$ cat config.mk
export PLATFORM = sky130hd
export DESIGN_NAME = scope_capture_ctrl
export DESIGN_NICKNAME = d
export VERILOG_FILES = /design/src/rtl/scope_pkg.sv /design/src/rtl/scope_trig_detect.sv /design/src/rtl/scope_capture_ctrl.sv
export SDC_FILE = /design/constraint.sdc
export NUM_CORES = 1
export LEC_CHECK = 0
export CAP_MARGIN = 15
export CORE_UTILIZATION = 50
export CTS_CLUSTER_DIAMETER = 40
export DETAILED_ROUTE_END_ITERATION = 8
export PLACE_DENSITY = 0.88
export SLEW_MARGIN = 25
export SYNTH_ARGS = -nofsm -noshare
export SYNTH_HDL_FRONTEND = slang
export SYNTH_SLANG_ARGS = --single-unit
$ cat constraint.sdc
create_clock -name clk -period 3.7 [get_ports clk]
set_clock_uncertainty 0.05 [all_clocks]
set_input_delay 0.925 -clock clk [delete_from_list [all_inputs] [get_ports clk]]
set_output_delay 0.925 -clock clk [all_outputs]
set_load 0.01 [all_outputs]
$ cat src/rtl/scope_pkg.sv
// Shared types and constants for the scope capture sequencer and its trigger detector.
package scope_pkg;

    typedef enum logic [2:0] {
        IDLE  = 3'd0,
        PRE   = 3'd1,
        ARMED = 3'd2,
        POST  = 3'd3,
        HOLD  = 3'd4
    } cap_state_t;

    typedef enum logic [1:0] {
        MODE_NORMAL = 2'd0,
        MODE_AUTO   = 2'd1,
        MODE_SINGLE = 2'd2,
        MODE_RSVD   = 2'd3
    } trig_mode_t;

    localparam logic [1:0] CH_A0 = 2'd0;
    localparam logic [1:0] CH_A1 = 2'd1;
    localparam logic [1:0] CH_B0 = 2'd2;
    localparam logic [1:0] CH_B1 = 2'd3;

    // Shared sample counter width; wide enough for PRE_TRIG, WIN and AUTO_TO.
    localparam int CNT_W = 16;

endpackage

$ cat src/rtl/scope_trig_detect.sv
// Selects the trigger channel, remembers the previous sample and flags a level crossing
// on the current sample strobe.
module scope_trig_detect
    import scope_pkg::*;
#(
    parameter int AD_W = 12
) (
    input  logic            clk,
    input  logic            reset,
    input  logic            sample_stb,
    input  logic [AD_W-1:0] ad_a0,
    input  logic [AD_W-1:0] ad_a1,
    input  logic [AD_W-1:0] ad_b0,
    input  logic [AD_W-1:0] ad_b1,
    input  logic [1:0]      trig_sel,
    input  logic [AD_W-1:0] trig_level,
    input  logic            trig_rising,
    output logic            crossing
);

    logic [AD_W-1:0] cur;
    logic [AD_W-1:0] prev_q;
    logic            prev_valid_q;
    logic            rise;
    logic            fall;

    always_comb begin
        case (trig_sel)
            CH_A0:   cur = ad_a0;
            CH_A1:   cur = ad_a1;
            CH_B0:   cur = ad_b0;
            default: cur = ad_b1;
        endcase
    end

    assign rise     = (prev_q < trig_level) && (cur >= trig_level);
    assign fall     = (prev_q >= trig_level) && (cur < trig_level);
    assign crossing = sample_stb && prev_valid_q && (trig_rising ? rise : fall);

    // History follows the currently selected channel in every capture state.
    always_ff @(posedge clk or posedge reset) begin
        if (reset) begin
            prev_q       <= '0;
            prev_valid_q <= 1'b0;
        end else if (sample_stb) begin
            prev_q       <= cur;
            prev_valid_q <= 1'b1;
        end
    end

endmodule

$ cat src/rtl/scope_capture_ctrl.sv
// Trigger/capture sequencer for the scope sample RAMs: drives the RAM write port,
// positions the display window around the trigger and freezes it until a frame is shown.
module scope_capture_ctrl
    import scope_pkg::*;
#(
    parameter int AD_W     = 12,
    parameter int ADDR_W   = 10,
    parameter int WIN      = 640,
    parameter int PRE_TRIG = 320,
    parameter int AUTO_TO  = 1024
) (
    input  logic              clk,
    input  logic              reset,
    input  logic              sample_stb,
    input  logic [AD_W-1:0]   ad_a0,
    input  logic [AD_W-1:0]   ad_a1,
    input  logic [AD_W-1:0]   ad_b0,
    input  logic [AD_W-1:0]   ad_b1,
    input  logic [1:0]        trig_sel,
    input  logic [AD_W-1:0]   trig_level,
    input  logic              trig_rising,
    input  logic [1:0]        mode,
    input  logic              arm,
    input  logic              frame_end,
    output logic              we,
    output logic [ADDR_W-1:0] wr_addr,
    output logic [ADDR_W-1:0] disp_base,
    output logic              cap_valid,
    output logic              triggered,
    output logic [2:0]        state
);

    localparam logic [CNT_W-1:0] PRE_CNT  = CNT_W'(PRE_TRIG);
    localparam logic [CNT_W-1:0] POST_CNT = CNT_W'(WIN - PRE_TRIG);
    localparam logic [CNT_W-1:0] AUTO_CNT = CNT_W'(AUTO_TO);
    localparam cap_state_t       FILL_STATE = (PRE_TRIG == 0) ? ARMED : PRE;

    cap_state_t        state_q, state_d;
    logic [CNT_W-1:0]  cnt_q, cnt_d;
    logic              we_q;
    logic [ADDR_W-1:0] wr_addr_q;
    logic [ADDR_W-1:0] disp_base_q, disp_base_d;
    logic              cap_valid_q, cap_valid_d;
    logic              triggered_q, triggered_d;

    trig_mode_t        trig_mode;
    logic              crossing;
    logic              writing;
    logic              fire;
    logic [CNT_W-1:0]  cnt_inc;
    logic [ADDR_W-1:0] addr_inc;
    logic [ADDR_W-1:0] trig_base;

    scope_trig_detect #(
        .AD_W (AD_W)
    ) u_trig (
        .clk         (clk),
        .reset       (reset),
        .sample_stb  (sample_stb),
        .ad_a0       (ad_a0),
        .ad_a1       (ad_a1),
        .ad_b0       (ad_b0),
        .ad_b1       (ad_b1),
        .trig_sel    (trig_sel),
        .trig_level  (trig_level),
        .trig_rising (trig_rising),
        .crossing    (crossing)
    );

    assign trig_mode = trig_mode_t'(mode);
    assign writing   = sample_stb && (state_q inside {PRE, ARMED, POST});
    assign cnt_inc   = cnt_q + 1'b1;
    // The sample on this strobe lands at wr_addr+1; the window starts PRE_TRIG before it.
    assign addr_inc  = wr_addr_q + 1'b1;
    assign trig_base = addr_inc - ADDR_W'(PRE_TRIG);
    assign fire      = crossing || ((trig_mode == MODE_AUTO) && (cnt_inc == AUTO_CNT));

    always_comb begin
        state_d     = state_q;
        cnt_d       = cnt_q;
        disp_base_d = disp_base_q;
        cap_valid_d = cap_valid_q;
        triggered_d = triggered_q;
        case (state_q)
            IDLE: begin
                if (arm || (trig_mode != MODE_SINGLE)) begin
                    state_d = FILL_STATE;
                    cnt_d   = '0;
                end
            end
            PRE: begin
                if (sample_stb) begin
                    cnt_d = cnt_inc;
                    if (cnt_inc == PRE_CNT) begin
                        state_d = ARMED;
                        cnt_d   = '0;
                    end
                end
            end
            ARMED: begin
                if (sample_stb) begin
                    if (fire) begin
                        disp_base_d = trig_base;
                        triggered_d = crossing;
                        cnt_d       = CNT_W'(1);
                        if (POST_CNT == CNT_W'(1)) begin
                            state_d     = HOLD;
                            cap_valid_d = 1'b1;
                        end else begin
                            state_d = POST;
                        end
                    end else begin
                        cnt_d = cnt_inc;
                    end
                end
            end
            POST: begin
                if (sample_stb) begin
                    cnt_d = cnt_inc;
                    if (cnt_inc == POST_CNT) begin
                        state_d     = HOLD;
                        cap_valid_d = 1'b1;
                    end
                end
            end
            HOLD: begin
                if (frame_end) begin
                    cap_valid_d = 1'b0;
                    cnt_d       = '0;
                    state_d     = (trig_mode == MODE_SINGLE) ? IDLE : FILL_STATE;
                end
            end
            default: state_d = IDLE;
        endcase
    end

    always_ff @(posedge clk or posedge reset) begin
        if (reset) begin
            state_q     <= IDLE;
            cnt_q       <= '0;
            we_q        <= 1'b0;
            wr_addr_q   <= '1;
            disp_base_q <= '0;
            cap_valid_q <= 1'b0;
            triggered_q <= 1'b0;
        end else begin
            state_q     <= state_d;
            cnt_q       <= cnt_d;
            we_q        <= writing;
            disp_base_q <= disp_base_d;
            cap_valid_q <= cap_valid_d;
            triggered_q <= triggered_d;
            if (writing) begin
                wr_addr_q <= addr_inc;
            end
        end
    end

    assign we        = we_q;
    assign wr_addr   = wr_addr_q;
    assign disp_base = disp_base_q;
    assign cap_valid = cap_valid_q;
    assign triggered = triggered_q;
    assign state     = state_q;

endmodule

# After elaboration in Yosys (flattened, before gate mapping)
# Index checks and enable logic that the tools add are counted.
[word_totals] wordCells=76 regBits=55 inputBits=70 output_inout_bits=26
[op_classes] mux=24 order_cmp=4 n_addsub=3 eq_ne=19 reduce_logical=17
[op_table] cell="$mux 16" count=7
[op_table] cell="$pmux 16 s5" count=1
[op_table] cell="$pmux 12 s3" count=1
[op_table] cell="$ge 12x12->1" count=2
[op_table] cell="$lt 12x12->1" count=2
[op_table] cell="$mux 3" count=8
[op_table] cell="$add 16x1->16 const B" count=1
[op_table] cell="$eq 16x11->1 const B" count=1
[op_table] cell="$eq 16x9->1 const B" count=1
[op_table] cell="$pmux 3 s5" count=1
[op_table] cell="$ne 2x2->1 const B" count=7
[op_table] cell="$add 10x1->10 const B" count=1
[op_table] cell="$sub 10x9->10 const B" count=1
[op_table] cell="$reduce_and 8->1" count=1
[op_table] cell="$eq 3x2->1 const B" count=2
[op_table] cell="$logic_and 1x1->1" count=6
[op_table] cell="$reduce_and 6->1" count=1
[op_table] cell="$mux 1" count=5
[op_table] cell="$reduce_bool 5->1" count=1
[op_table] cell="$eq 2x1->1 const B" count=2
[op_table] cell="$eq 2x2->1 const B" count=2
[op_table] cell="$ne 2x1->1 const B" count=2
[op_table] cell="$reduce_and 4->1" count=1
[op_table] cell="$eq 3x1->1 const B" count=1
[op_table] cell="8 further kinds" count=9

# Logic depth before layout (Yosys ltp)
[logic_depth] depth_word=10 depth_mapped=13 mapped_depth_nobuf=11

# Hierarchy
# From an unflattened synthesis, not the netlist that was laid out.
[hier_totals] cells_unflattened=408 area_unflattened_um2=4077.7
[by_module_without_submodules] mod="scope_capture_ctrl" seq_area_each_um2=1063.5 n_inst=1 area_per_inst_um2=2718.9 cells_per_inst=289
[by_module_without_submodules] mod="scope_trig_detect" seq_area_each_um2=325.3 n_inst=1 area_per_inst_um2=1358.8 cells_per_inst=119

# Least setup slack after synthesis
# OpenSTA, ideal clock, no wires.
[synth_timing] kind="input to register" start="input trig_sel[0]" end="register disp_base_q[1], in the netlist disp_base[1]" path_buffers=2 required_ns=3.525 setup_time_ns=0.125 arrival_ns=4.044 cell_stages=11 setup_slack_ns=-0.519 path_cell_list="buf_1 mux4_2 ha_1 a21oi_1 o21ai_0 or3_1 or4_1 a21oi_1 o21ai_2 buf_6 mux2_4"
[synth_via] elab_chain_len=8 elab_cells_between_ends=12 cone_classes="order compare (2); eq/ne (2); mux (2); reduce/logical (6)"
[synth_rtl] item="from (decl)" line_no="scope_capture_ctrl.sv:19" text="input logic [1:0] trig_sel,"
[synth_rtl] item="$eq 2x2->1, or another cell as far along" line_no="scope_trig_detect.sv:28" text="case (trig_sel)"
[synth_rtl] item="$pmux 12 s3 *" line_no="scope_trig_detect.sv:28"
[synth_rtl] item="net u_trig.cur[9]" line_no="scope_trig_detect.sv:21" text="logic [AD_W-1:0] cur;"
[synth_rtl] item="$lt 12x12->1 or $ge 12x12->1 (tied branches)" line_no="scope_trig_detect.sv:37, scope_trig_detect.sv:36"
[synth_rtl] item="$logic_and 1x1->1, on equally long branches" line_no="scope_trig_detect.sv:37, scope_trig_detect.sv:36"
[synth_rtl] item="$mux 1 *" line_no="scope_trig_detect.sv:38" text="assign crossing = sample_stb && prev_valid_q && (trig_rising ? rise : fall);"
[synth_rtl] item="$logic_and 1x1->1 *" line_no="scope_trig_detect.sv:38"
[synth_rtl] item="$logic_or 1x1->1 *" line_no="scope_capture_ctrl.sv:76" text="assign fire = crossing || ((trig_mode == MODE_AUTO) && (cnt_inc == AUTO_CNT));"
[synth_rtl] item="$reduce_and 3->1 (no line) *"
[synth_rtl] item="to (signal assigned)" line_no="scope_capture_ctrl.sv:150" text="disp_base_q <= disp_base_d;"
[synth_rtl] item="to (decl)" line_no="scope_capture_ctrl.sv:42" text="logic [ADDR_W-1:0] disp_base_q, disp_base_d;"
# The timed path passes the listed nets; every way through them passes the cells marked *.
# A chain may end at the register's enable or synchronous reset.

# Worst setup path after layout
[layout_timing] start="input ad_b0[1]" end="register disp_base_q[1], in the netlist disp_base[1]"
[layout_via] elab_chain_len=7 elab_cells_between_ends=9 cone_classes="order compare (2); mux (2); reduce/logical (5)"
[layout_rtl] item="from (decl)" line_no="scope_capture_ctrl.sv:17" text="input logic [AD_W-1:0] ad_b0,"
[layout_rtl] item="$pmux 12 s3 *" line_no="scope_trig_detect.sv:28"
[layout_rtl] item="net u_trig.cur[1]" line_no="scope_trig_detect.sv:21"
[layout_rtl] item="$lt 12x12->1 or $ge 12x12->1 (tied branches)" line_no="scope_trig_detect.sv:37, scope_trig_detect.sv:36"
[layout_rtl] item="$logic_and 1x1->1, on equally long branches" line_no="scope_trig_detect.sv:37, scope_trig_detect.sv:36"
[layout_rtl] item="$mux 1 *" line_no="scope_trig_detect.sv:38"
[layout_rtl] item="$logic_and 1x1->1 *" line_no="scope_trig_detect.sv:38"
[layout_rtl] item="$logic_or 1x1->1 *" line_no="scope_capture_ctrl.sv:76"
[layout_rtl] item="$reduce_and 3->1 (no line) *"
# Marks and branches as above.

==> qor.yml <==
run_status:
  status: "finished, violations left"
  violations: "setup timing"
floorplan:
  coreArea_um2: 7410
  io_pins: 96
  die_w_um: 90.6
  rows: 31
  start_util_pct: 53.0
  fp.dieArea_um2: 8220
  die_h_um: 90.6
sta:
  finalWorstPathRequiredPeriod_ns: 3.74
  report.final.slew_viol_count: 0
  rsz0062_at_grt: "yes"
  period_share_pct: 101
  finalHoldViolations: 0
  relSlewSlack_pct: 20.4
  setup_viol: 4
  fmax_ghz: 0.267
  worst_pin_slew_ns: 1.19
  fin_hold_ws_ns: 0.453
  fin_ws_ns: -0.0411
critical_path:
  cpPeakStageDelay_ns: 0.51
  end_kind: "flip-flop"
  worstPathArrival_ns: 3.91
  cpMostUsedCell: "a21oi_4"
  criticalPathCategory: "in -> reg"
  crit_buf_inv: 3
  crit_slowest_cell: "mux4_2"
  critPathTopFamily: "multiplexers"
  path_max_fanout: 6
  path_cells: "clkdlybuf4s50_1 > mux4_2 > ha_4 > nor2b_1 > o211ai_1 > buf_4 > a21oi_4 > or4_4 > a21oi_4 > buf_6 > o21ai_4 > mux2_4"
  start_kind: "input pin"
  required_ns: 3.86
placed_design:
  pre_cts_ws_ns: -0.823
  dpl.hpwl_um: 7370
  port_buffers: 95
  routabilityCongestion: 0.910
finish:
  fin_nets: 624
  area_growth_pct: 40.7
  layout_common_cells: "77 x clkdlybuf4s50_1, 54 x nand2_1, 45 x dfrtp_1, 23 x nor2_1, 23 x buf_4"
  final_layout_size_suffix_gt1_share_pct: 24.1
  n_antenna_cell: 0
  mostFrequentLayoutCell: "clkdlybuf4s50_1"
synth:
  yosysWarningCount: 0
  synth-edff-count: 0
  ys_top_cells_by_area: "dfrtp_1 29%, ha_1 8.9%, mux4_2 6.9%"
  ys_types: 65
  netlist_area_um2: 3930
  async_flop_share_pct: 100
  synth_fp_nets: 512
  syn_inst: 414
  synth-seq-cells: 55
  synth_ff_type: "dfrtp_1"
  yosysTopAreaCellShare_pct: 28.7
  postSynthAreaPerCell_um2: 9.49
  yosysSeqAreaShare_pct: 35.4
  synth_top_cell_by_area: "dfrtp_1"
grt:
  met3_usage_pct: 4.97
  grt_usage_pct: 27.8
  overflow: 0
  grt_use_met2_pct: 49.8
  antenna_found_initial: 0
  busiest_layer: "met2"
  grt_max_degree: 56
  grt_use_met1_pct: 32.4
  first_global_vias: 3704
  grt_pass1_wl_um: 18100
job:
  cap_violations: 0
power_and_ir_drop:
  power_density_nw_per_um2: 419
  swShare_pct: 37.7
  clockPowerShare_pct: 15.5
  combPwrFrac_pct: 43.0
  power_switching_w: 0.000874
  ir_drop_uv: 242
  intPower_w: 0.00144
  cellLeakagePower_nw: 2.26
  pwr-share-seq_pct: 41.5
drt:
  wirelength_um: 11600
  via_count: 3770
  drt_first_pass_iters: 7
  initialDrtViolationCount: 371
  drc: 0
  vias_per_cell: 6.02
  postRouteAntennaNets: 0
  avgRoutedWirePerCell_um: 18.5
cts:
  cts.path.max_buffers: 2
  cts.sinks: 55
  clkLatencyLatePin_ns: 0.32
  cts.htree.levels: 2
  cts-root-buf: "clkbuf_8"
  tritoncts: "built"
  clkTransAtPathRegs_ns: 0.11
  cts_buffers: 5
worst_hold_path:
  holdCritPathClass: "reg -> reg"
-- sequential cells by signal, summed over array words and instances (netlist names) --
register             flops
cnt_q                   16
u_trig.prev_q           12
disp_base               10
wr_addr                 10
state                    3
cap_valid                1
triggered                1
u_trig.prev_valid_q      1
we                       1
-- layout make-up --
class                      count  area [µm²]
multi-input combinational    314        2600
sequential                    55        1390
fill                         474        1880
timing repair buffer         128        1240
inverter                      22        82.6
clock inverter                 3        22.5
tap                           99         124
clock buffer                   5        68.8
-- path summary, 6_finish.rpt --
check,start,endpoint,slack [ns],cells past startpoint
max,ad_b0[1],disp_base[1]$_DFFE_PP0P_,-0.04,12
min,wr_addr[1]$_DFFE_PP1P_,wr_addr[1]$_DFFE_PP1P_,0.45,2
max reg2reg,cnt_q[0]$_DFFE_PP0P_,cnt_q[7]$_DFFE_PP0P_,0.43,9
min reg2reg,wr_addr[1]$_DFFE_PP1P_,wr_addr[1]$_DFFE_PP1P_,0.45,2
max in group asynchronous,reset,u_trig.prev_q[4]$_DFFE_PP0P_,2.07,3
min in group asynchronous,reset,u_trig.prev_q[0]$_DFFE_PP0P_,1.07,3
-- worst min-delay path, stage by stage (launching register included) --
cell and delay (ns):
dfstp_2 0.40, nand2_1 0.06, nand2_1 0.05
-- per-stage QoR --
step / instance area (µm²) / total power [W] / TNS (ns) / utilization, % / std cells
global route: 5530 / 0.00245 / -2.43 / 74.6 / 626
detailed placement: 5050 / 0.00180 / -20.61 / 68.2 / 602
finish: 5530 / 0.00232 / -0.0836 / 74.6 / 626
floorplan: 3980 / 0.00142 / 0 / - / 414
CTS: 5360 / 0.00220 / -0.0257 / 72.4 / 621
global placement: 5050 / 0.00175 / -18.20 / 68.2 / 602
-- power groups by stage --
| stage | clock [W] | combinational [W] | sequential [W] |
|---|---|---|---|
| 2_1_floorplan | 0 | 0.000508 | 0.000912 |
| 3_3_place_gp | 0 | 0.000807 | 0.000946 |
| 3_5_place_dp | 0 | 0.000842 | 0.000960 |
| 4_1_cts | 0.000361 | 0.000896 | 0.000948 |
| 5_1_grt | 0.000384 | 0.00108 | 0.000986 |
| 6_report | 0.000359 | 0.000997 | 0.000963 |
-- layer usage --
layer	vias up	share of wire, %
met4	0	3.7
li1	1701	-
met3	45	5.8
met2	205	52
met5	-	0
met1	1819	38
-- kinds of logic after synthesis --
family                   after synthesis  share of synthesized area, %
buffers and inverters                 46                          5.19
AO/OA/AOI/OAI                         77                          12.6
adder cells (fa/ha/maj)               28                          8.92
XOR/XNOR                              31                          6.91
flip-flops                            55                          35.4
AND/OR/NAND/NOR                      150                          19.7
multiplexers                          27                          11.3
-- synth_stat cells, drive strengths merged (3+ instances only) --
| cell type | instances |
|---|---|
| nand2 | 61 |
| dfrtp | 45 |
| ha | 28 |
| o21ai | 28 |
| nor2 | 24 |
| inv | 21 |
| xnor2 | 18 |
| buf | 14 |
| a21oi | 13 |
| mux2 | 13 |
| nand4 | 13 |
| xor2 | 13 |
| mux4 | 12 |
| nand3 | 12 |
| nor3 | 11 |
| clkbuf | 10 |
| dfstp | 10 |
| o211ai | 6 |
| nor4 | 5 |
| nand2b | 4 |
| nor2b | 4 |
| a211oi | 3 |
| and2 | 3 |
| nand3b | 3 |
| o22ai | 3 |
| o31ai | 3 |
-- repair_timing --
| item | 4_1_cts | 5_1_grt |
|---|---|---|
| pin swaps | 8 | 32 |
| gates resized for setup | 42 | 43 |
| setup buffers | 10 | 5 |
| cloned | 2 | 0 |
| setup endpoints to repair | 28 | 28 |
| hold buffers | 0 | 0 |
No activity file was read; power rests on OpenSTA's default activity.
